--- src/rtl/nrd_pkg.sv ---
// Shared encodings for the non-restoring divider sequencer.
// The NRD_DIVZERO_EN macro (used in nrd_control_unit) enables the divide-by-zero short path.
package nrd_pkg;

    localparam int unsigned DATA_W   = 8;
    localparam int unsigned REG_AW   = 4;
    localparam int unsigned MUX_W    = 3;
    localparam int unsigned ALU_OP_W = 3;

    // Bank write-source select codes
    localparam logic [MUX_W-1:0] MUX_INA   = 3'd0;
    localparam logic [MUX_W-1:0] MUX_INB   = 3'd1;
    localparam logic [MUX_W-1:0] MUX_CONST = 3'd2;
    localparam logic [MUX_W-1:0] MUX_ALU   = 3'd3;
    localparam logic [MUX_W-1:0] MUX_REG   = 3'd4;

    // ALU opcodes
    localparam logic [ALU_OP_W-1:0] ALU_PASS = 3'd0;
    localparam logic [ALU_OP_W-1:0] ALU_ADD  = 3'd1;
    localparam logic [ALU_OP_W-1:0] ALU_SUB  = 3'd2;
    localparam logic [ALU_OP_W-1:0] ALU_SHL  = 3'd3;
    localparam logic [ALU_OP_W-1:0] ALU_OR   = 3'd4;

    // Fixed register roles in the bank
    localparam logic [REG_AW-1:0] R_ALUA = 4'd1;
    localparam logic [REG_AW-1:0] R_ALUB = 4'd2;
    localparam logic [REG_AW-1:0] R_Q    = 4'd3;
    localparam logic [REG_AW-1:0] R_M    = 4'd4;
    localparam logic [REG_AW-1:0] R_A    = 4'd7;

    typedef enum logic [4:0] {
        ST_IDLE,
        ST_LD_M,
        ST_LD_Q,
        ST_LD_QZ,
        ST_LD_A,
        ST_S1, ST_S2, ST_S3, ST_S4, ST_S5, ST_S6,
        ST_S7, ST_S8, ST_S9, ST_S10, ST_S11,
        ST_FIX,
        ST_F1, ST_F2, ST_F3,
        ST_Z_A,
        ST_Z_Q,
        ST_DONE
    } state_t;

    typedef struct packed {
        logic [MUX_W-1:0]    in_mux;
        logic [REG_AW-1:0]   reg_add;
        logic                we;
        logic [REG_AW-1:0]   out_mux;
        logic [DATA_W-1:0]   cu_const;
        logic [ALU_OP_W-1:0] alu_sel;
        logic                alu_cin;
    } ctrl_t;

endpackage

--- src/rtl/nrd_ctrl_decode.sv ---
// Combinational per-state decode of the register-bank and ALU control word.
module nrd_ctrl_decode
    import nrd_pkg::*;
(
    input  state_t state,
    input  logic   cq,
    input  logic   sgn,
    output ctrl_t  ctrl
);

    always_comb begin
        ctrl = '0;
        case (state)
            ST_LD_M: begin
                ctrl.we      = 1'b1;
                ctrl.reg_add = R_M;
                ctrl.in_mux  = MUX_INB;
            end
            ST_LD_Q, ST_LD_QZ: begin
                ctrl.we      = 1'b1;
                ctrl.reg_add = R_Q;
                ctrl.in_mux  = MUX_INA;
            end
            ST_LD_A: begin
                ctrl.we       = 1'b1;
                ctrl.reg_add  = R_A;
                ctrl.in_mux   = MUX_CONST;
                ctrl.cu_const = 8'h00;
            end
            ST_S1: begin
                ctrl.we      = 1'b1;
                ctrl.reg_add = R_ALUA;
                ctrl.in_mux  = MUX_REG;
                ctrl.out_mux = R_Q;
            end
            ST_S2: begin
                ctrl.we      = 1'b1;
                ctrl.reg_add = R_Q;
                ctrl.in_mux  = MUX_ALU;
                ctrl.alu_sel = ALU_SHL;
                ctrl.alu_cin = 1'b0;
            end
            ST_S3, ST_S5, ST_F1: begin
                ctrl.we      = 1'b1;
                ctrl.reg_add = R_ALUA;
                ctrl.in_mux  = MUX_REG;
                ctrl.out_mux = R_A;
            end
            // Dividend MSB captured in S2 shifts into the partial remainder
            ST_S4: begin
                ctrl.we      = 1'b1;
                ctrl.reg_add = R_A;
                ctrl.in_mux  = MUX_ALU;
                ctrl.alu_sel = ALU_SHL;
                ctrl.alu_cin = cq;
            end
            ST_S6, ST_F2: begin
                ctrl.we      = 1'b1;
                ctrl.reg_add = R_ALUB;
                ctrl.in_mux  = MUX_REG;
                ctrl.out_mux = R_M;
            end
            ST_S7: begin
                ctrl.we      = 1'b1;
                ctrl.reg_add = R_A;
                ctrl.in_mux  = MUX_ALU;
                ctrl.alu_sel = sgn ? ALU_ADD : ALU_SUB;
            end
            ST_S8: begin
                if (!sgn) begin
                    ctrl.we      = 1'b1;
                    ctrl.reg_add = R_ALUA;
                    ctrl.in_mux  = MUX_REG;
                    ctrl.out_mux = R_Q;
                end
            end
            ST_S9: begin
                ctrl.we       = 1'b1;
                ctrl.reg_add  = R_ALUB;
                ctrl.in_mux   = MUX_CONST;
                ctrl.cu_const = 8'h01;
            end
            ST_S10: begin
                ctrl.we      = 1'b1;
                ctrl.reg_add = R_Q;
                ctrl.in_mux  = MUX_ALU;
                ctrl.alu_sel = ALU_OR;
            end
            ST_F3: begin
                ctrl.we      = 1'b1;
                ctrl.reg_add = R_A;
                ctrl.in_mux  = MUX_ALU;
                ctrl.alu_sel = ALU_ADD;
            end
            ST_Z_A: begin
                ctrl.we      = 1'b1;
                ctrl.reg_add = R_A;
                ctrl.in_mux  = MUX_INA;
            end
            ST_Z_Q: begin
                ctrl.we       = 1'b1;
                ctrl.reg_add  = R_Q;
                ctrl.in_mux   = MUX_CONST;
                ctrl.cu_const = 8'hFF;
            end
            default: ;
        endcase
    end

endmodule

--- src/rtl/nrd_control_unit.sv ---
// Moore sequencer driving the register bank and ALU through an 8-bit non-restoring division.
// Define NRD_DIVZERO_EN to add the divide-by-zero short path and the err flag.
module nrd_control_unit
    import nrd_pkg::*;
#(
    parameter int unsigned N  = 8,
    parameter int unsigned CW = 4
)
(
    input  logic       clk,
    input  logic       rst,
    input  logic       start,
    input  logic [7:0] InB,
    input  logic       ALUn,
    input  logic       ALUc,
    output logic [2:0] InMuxAdd,
    output logic [3:0] RegAdd,
    output logic       WE,
    output logic [3:0] OutMuxAdd,
    output logic [7:0] CUconst,
    output logic [2:0] ALUsel,
    output logic       ALUcin,
    output logic       busy,
    output logic       done,
    output logic       err
);

    localparam logic [CW-1:0] CNT_LAST = CW'(N - 1);

`ifdef NRD_DIVZERO_EN
    localparam logic DIVZ_EN = 1'b1;
`else
    localparam logic DIVZ_EN = 1'b0;
`endif

    state_t        state;
    state_t        nxt_state;
    logic [CW-1:0] cnt;
    logic          cq;
    logic          sgn;
    logic          inb_zero_c;
    ctrl_t         ctrl;

    assign inb_zero_c = DIVZ_EN && (InB == 8'h00);

    // State register
    always_ff @(posedge clk) begin
        if (rst) state <= ST_IDLE;
        else     state <= nxt_state;
    end

    // Next-state logic
    always_comb begin
        nxt_state = state;
        case (state)
            ST_IDLE:  if (start) nxt_state = ST_LD_M;
            ST_LD_M:  nxt_state = inb_zero_c ? ST_LD_QZ : ST_LD_Q;
            ST_LD_Q:  nxt_state = ST_LD_A;
            ST_LD_QZ: nxt_state = ST_Z_A;
            ST_LD_A:  nxt_state = ST_S1;
            ST_S1:    nxt_state = ST_S2;
            ST_S2:    nxt_state = ST_S3;
            ST_S3:    nxt_state = ST_S4;
            ST_S4:    nxt_state = ST_S5;
            ST_S5:    nxt_state = ST_S6;
            ST_S6:    nxt_state = ST_S7;
            ST_S7:    nxt_state = ST_S8;
            ST_S8:    nxt_state = sgn ? ST_S11 : ST_S9;
            ST_S9:    nxt_state = ST_S10;
            ST_S10:   nxt_state = ST_S11;
            ST_S11:   nxt_state = (cnt == CNT_LAST) ? ST_FIX : ST_S1;
            ST_FIX:   nxt_state = sgn ? ST_F1 : ST_DONE;
            ST_F1:    nxt_state = ST_F2;
            ST_F2:    nxt_state = ST_F3;
            ST_F3:    nxt_state = ST_DONE;
            ST_Z_A:   nxt_state = ST_Z_Q;
            ST_Z_Q:   nxt_state = ST_DONE;
            ST_DONE:  nxt_state = ST_IDLE;
            default:  nxt_state = ST_IDLE;
        endcase
    end

    // Iteration counter, shifted-out quotient bit and remainder sign
    always_ff @(posedge clk) begin
        if (rst) begin
            cnt <= '0;
            cq  <= 1'b0;
            sgn <= 1'b0;
        end else begin
            case (state)
                ST_LD_A: begin
                    cnt <= '0;
                    sgn <= 1'b0;
                end
                ST_S2:   cq  <= ALUc;
                ST_S7:   sgn <= ALUn;
                ST_S11:  cnt <= cnt + CW'(1);
                default: ;
            endcase
        end
    end

`ifdef NRD_DIVZERO_EN
    // Sticky until the next accepted start
    always_ff @(posedge clk) begin
        if (rst)                             err <= 1'b0;
        else if (state == ST_IDLE && start)  err <= 1'b0;
        else if (state == ST_Z_Q)            err <= 1'b1;
    end
`else
    assign err = 1'b0;
`endif

    nrd_ctrl_decode u_decode (
        .state (state),
        .cq    (cq),
        .sgn   (sgn),
        .ctrl  (ctrl)
    );

    // Output logic
    always_comb begin
        InMuxAdd  = ctrl.in_mux;
        RegAdd    = ctrl.reg_add;
        WE        = ctrl.we;
        OutMuxAdd = ctrl.out_mux;
        CUconst   = ctrl.cu_const;
        ALUsel    = ctrl.alu_sel;
        ALUcin    = ctrl.alu_cin;
        busy      = 1'b0;
        done      = 1'b0;
        case (state)
            ST_IDLE: ;
            ST_DONE: done = 1'b1;
            default: busy = 1'b1;
        endcase
    end

endmodule

--- config.mk ---
export PLATFORM = sky130hd
export DESIGN_NAME = nrd_control_unit
export DESIGN_NICKNAME = d
export VERILOG_FILES = /design/src/rtl/nrd_pkg.sv /design/src/rtl/nrd_ctrl_decode.sv /design/src/rtl/nrd_control_unit.sv
export SDC_FILE = /design/constraint.sdc
export NUM_CORES = 1
export LEC_CHECK = 0
export ABC_AREA = 1
export BUFFER_PORTS_ARGS = -buffer_cell sky130_fd_sc_hd__buf_2
export CORE_MARGIN = 2
export CORE_UTILIZATION = 56
export CTS_BUF_LIST = sky130_fd_sc_hd__clkbuf_4
export DETAILED_ROUTE_END_ITERATION = 10
export GPL_TIMING_DRIVEN = 0
export PLACE_DENSITY = 0.9
export SLEW_MARGIN = 20
export SYNTH_ARGS = -nofsm -noshare
export SYNTH_HDL_FRONTEND = slang
export SYNTH_HIERARCHICAL = 1
export SYNTH_SLANG_ARGS = --single-unit
--- constraint.sdc ---
create_clock -name clk -period 3.22 [get_ports clk]
set_input_delay 0.161 -clock clk [delete_from_list [all_inputs] [get_ports clk]]
set_output_delay 0.161 -clock clk [all_outputs]
set_load 0.01 [all_outputs]
# Word level (Yosys, flattened, before mapping)
# Index checks and enable logic that the tools add are counted.
[totals] word_cells=57 register_bits=11
[op_classes] n_reduce_logical=12 addsub=1 mux=16 n_eq_ne=24
[op_table] operator="$pmux 5 s21" count=1
[op_table] operator="$pmux 8 s11" count=1
[op_table] operator="$eq 5x4->1 const B" count=8
[op_table] operator="$eq 5x5->1 const B" count=7
[op_table] operator="$eq 5x3->1 const B" count=4
[op_table] operator="$pmux 4 s4" count=1
[op_table] operator="$pmux 8 s2" count=1
[op_table] operator="$mux 12" count=1
[op_table] operator="$pmux 3 s4" count=1
[op_table] operator="$reduce_or 2->1" count=6
[op_table] operator="$eq 5x2->1 const B" count=2
[op_table] operator="$mux 5" count=2
[op_table] operator="$pmux 4 s2" count=1
[op_table] operator="$reduce_or 3->1" count=2
[op_table] operator="$eq 5x1->1 const B" count=1
[op_table] operator="$logic_not 5->1" count=1
[op_table] operator="$add 4x1->4 const B" count=1
[op_table] operator="$eq 4x3->1 const B" count=1
[op_table] operator="$mux 2" count=2
[op_table] operator="$reduce_bool 2->1" count=2
[op_table] operator="$reduce_or 4->1" count=1
[op_table] operator="$mux 1" count=3
[op_table] operator="$mux 3" count=1
[op_table] operator="$ne 2x2->1 const B" count=1
[op_table] operator="$pmux 1 s2" count=1

# Longest topological paths before layout
[logic_depth] depth_word=3 depth_mapped=8 depth_no_buf=8

# Cells and area by module
# Netlist, hierarchy kept.
[modules_own_cells] module="nrd_control_unit" area_each_um2=767.0 n_inst=1 cells_per_inst=123 seq_area_each_um2=220.2
[modules_own_cells] module="nrd_ctrl_decode" area_each_um2=425.4 n_inst=1 cells_per_inst=85 seq_area_each_um2=0.0

# Worst setup path after synthesis
# Ideal clock, no wire load.
[synth_timing] path_type="register to output" from="register state[3]" to="output port InMuxAdd[1]" required_ns=3.059 stages_incl_launch_ff=6 path_slack_ns=1.723 t_arrival_ns=1.336 path_cell_list="dfxtp_1 nand3_1 nor2_1 nor2_1 and2_4 nand3b_2"
[synth_between] elab_chain_cells=3 elab_cells_between_ends=25 cone_classes="19 x eq/ne; 1 x mux; 5 x reduce/logical"
[synth_rtl] element="start, declared" line_no="nrd_control_unit.sv:36" rtl="state_t state;"
[synth_rtl] element="start signal, assigned" line_no="nrd_control_unit.sv:49" rtl="else state <= nxt_state;"
[synth_rtl] element="$eq 5x3->1 (tied with other cells)" line_no="nrd_ctrl_decode.sv:13" rtl="case (state)"
[synth_rtl] element="$reduce_or 4->1 (no source line) (tied with other cells)"
[synth_rtl] element="$pmux 8 s11 *" line_no="nrd_ctrl_decode.sv:13"
[synth_rtl] element="end, declared" line_no="nrd_control_unit.sv:16" rtl="output logic [2:0] InMuxAdd,"
# Mark *: on every way between the ends. The rest lies on a longest branch, timed or not.

# Final worst setup path
[layout_timing] from="register state[2]" to="output port CUconst[2]"
[layout_between] elab_chain_cells=2 elab_cells_between_ends=3 cone_classes="2 x eq/ne; 1 x mux"
[layout_rtl] element="$eq 5x5->1 or $eq 5x4->1 (tied branches)" line_no="nrd_ctrl_decode.sv:13"
[layout_rtl] element="$pmux 8 s2 *" line_no="nrd_ctrl_decode.sv:13"
[layout_rtl] element="end, declared" line_no="nrd_control_unit.sv:20" rtl="output logic [7:0] CUconst,"
# Marked as above.

==> run metrics <==
Sink Count=11; Area growth syn-to-layout=17.4%; status=complete, no violations; clk_skew=0.00607 ns; ys async rst share=0%; Req. time, crit path=3.06 ns; routed vias=1389; Tot GR Track Use=24.7%; Post-synth EDFFs=0; worst vdd ir=0.408 mV; post-route ant nets=0; Unique masters post-synth=25; Pleak=0.803 nW; I/O Pins=40; vias per inst=5.18; clock buffer depth=2; RSZ-0062 raised after global routing=no; share of layout cells above drive strength 1=29.0%; fin crit period=2.03 ns; critical path capture point type=output pin; critical setup path kind=flop to output pin; cts repair resizes=0; Die ar.=2510 sq um; sequential cell area=220 sq um; actual slew at the worst max-slew pin=0.539 ns; Post-DP HPWL=2280 um; Synth Instances=208; final core utilization=70.6%; pin count of the biggest net entering global routing=12; Die Span X=50.1 um; total CTS buffers=3; initial core utilization=60.2%; Critical Path Start Type=flop; Final TNS setup=0 ns; Final Worst Setup Slack=1.19 ns; Critical Path Fanout Max=11; fill count=207; area of the multi-input gates=766 sq um; CTS H-tree depth=1; Post-Syn Area=1190 sq um; Avg WL per Cell=10.6 um; # diodes=0; GPL Wtd Cong=0.939; Placement Setup Slack=1.48 ns; grt ovf=0; drt pass-1 iters=4; Worst-Skew Late Latency=0.26 ns; Nets=256; vias in the first global route=1178; DRC viols=0; Ys Warns=6; clock-pin transition on the worst setup and hold timing paths=0.06 ns; register area share after synthesis=18.5%; row count=16; Tcrit/Tclk final=63.0%; postcts setup bufs=0; f_max=493 MHz; first-pass GRT wire length=4890 um; 1st-iter DRT viols=58; FF+latch count, synth=11; Syn Area/Cell=5.73 sq um; CTS root buffer=clkbuf_4; Final Hold Fails=0; TritonCTS clock tree=done; count of hold-fix buffers inserted at cts=0; port bufs=28; antenna violations before repair=0; Synth Flop Type=dfxtp_1; Final Max Tran Viols=0; Die H=50.1 um; Core Region=1980 sq um; Max-Cap Viols=0; Hold Crit Class=input pin to flop; Post-Route WL=2840 um; Slew HR=64.0%; Setup Viol. Count Final=0; crit path DAT=1.87 ns; Power Density=519 nW/um^2
per-layer routing:
metal	global-route usage, %	wire, um
met2	41.2	1420
met5	0	0
met4	7.41	25
met1	32.2	1200
met3	4.46	202
cell type report:
| cell class | count | area share (%) |
|---|---|---|
| clock buffers | 4 | 2.14 |
| plain buffers | 11 | 6.17 |
| inverters | 33 | 8.85 |
| multi-input cells | 154 | 54.7 |
| flip-flops and latches | 11 | 15.7 |
| repair buffers | 28 | 10.0 |
| well taps | 27 | 2.41 |
power by group:
group | switching (mW) | total [mW] | internal [mW]
Sequential | 0.0490 | 0.201 | 0.152
Combinational | 0.269 | 0.427 | 0.159
Clock | 0.0417 | 0.0979 | 0.0562
Total | 0.359 | 0.726 | 0.367
path summary, 6_finish.rpt:
kind,startpoint,endpoint,slack (ns),cells after the start
min,rst,cnt[1],0.14,2
max reg2reg,state[2],cnt[1],1.68,7
max,state[2],CUconst[2],1.19,8
min reg2reg,cq,cq,0.45,2
cells by family (layout without fill, tap and decap cells):
kind of cell	after synthesis	count (layout)	share of synthesized area, %
buf+inv	44	76	17.6
flops	11	11	18.5
other cells	2	3	0.630
compound gates	22	22	10.3
simple gates	128	128	51.9
fa+ha+maj	1	1	1.05
worst max-delay path, stage by stage, from the launching register on:
cell and delay (ns):
dfxtp_1 0.66, inv_2 0.06, nor2_2 0.14, nand3_1 0.16, inv_1 0.09, nand2_1 0.06
inv_1 0.18, buf_4 0.14, buf_2 0.11
registers in the layout, indices dropped and copies added (netlist names):
register	count
state	5
cnt	4
cq	1
sgn	1
Yosys cell counts (4+ instances only):
cell | instances | area share [%]
inv_2 | 6 | 1.9
nor2_1 | 28 | 8.8
buf_4 | 10 | 6.3
nor3_1 | 4 | 1.7
nand2_1 | 45 | 14
nor2_2 | 8 | 4.2
o21ai_0 | 8 | 3.4
nand3_1 | 28 | 12
dfxtp_1 | 11 | 18
a21oi_1 | 9 | 3.8
inv_1 | 27 | 8.5
per-stage QoR:
step	cell area, sq um	total power, mW	hold slack (ns)	std cells
after floorplan	1200	0.506	0.230	209
after global placement	1370	0.624	0.409	264
after detailed placement	1370	0.627	0.411	264
after CTS	1400	0.726	0.126	268
after global routing	1400	0.789	0.144	268
final	1400	0.726	0.139	268
layout by cell type, fill, tap and decap left out, types with 6 or more instances in the layout:
| cell type | count |
|---|---|
| nand3_1 | 28 |
| nor2_2 | 8 |
| nor2_1 | 28 |
| inv_2 | 6 |
| dfxtp_1 | 11 |
| a21oi_1 | 9 |
| o21ai_0 | 8 |
| buf_4 | 10 |
| inv_1 | 27 |
| buf_2 | 28 |
| nand2_1 | 45 |
Note: power is estimated with default switching activity, not from simulation.
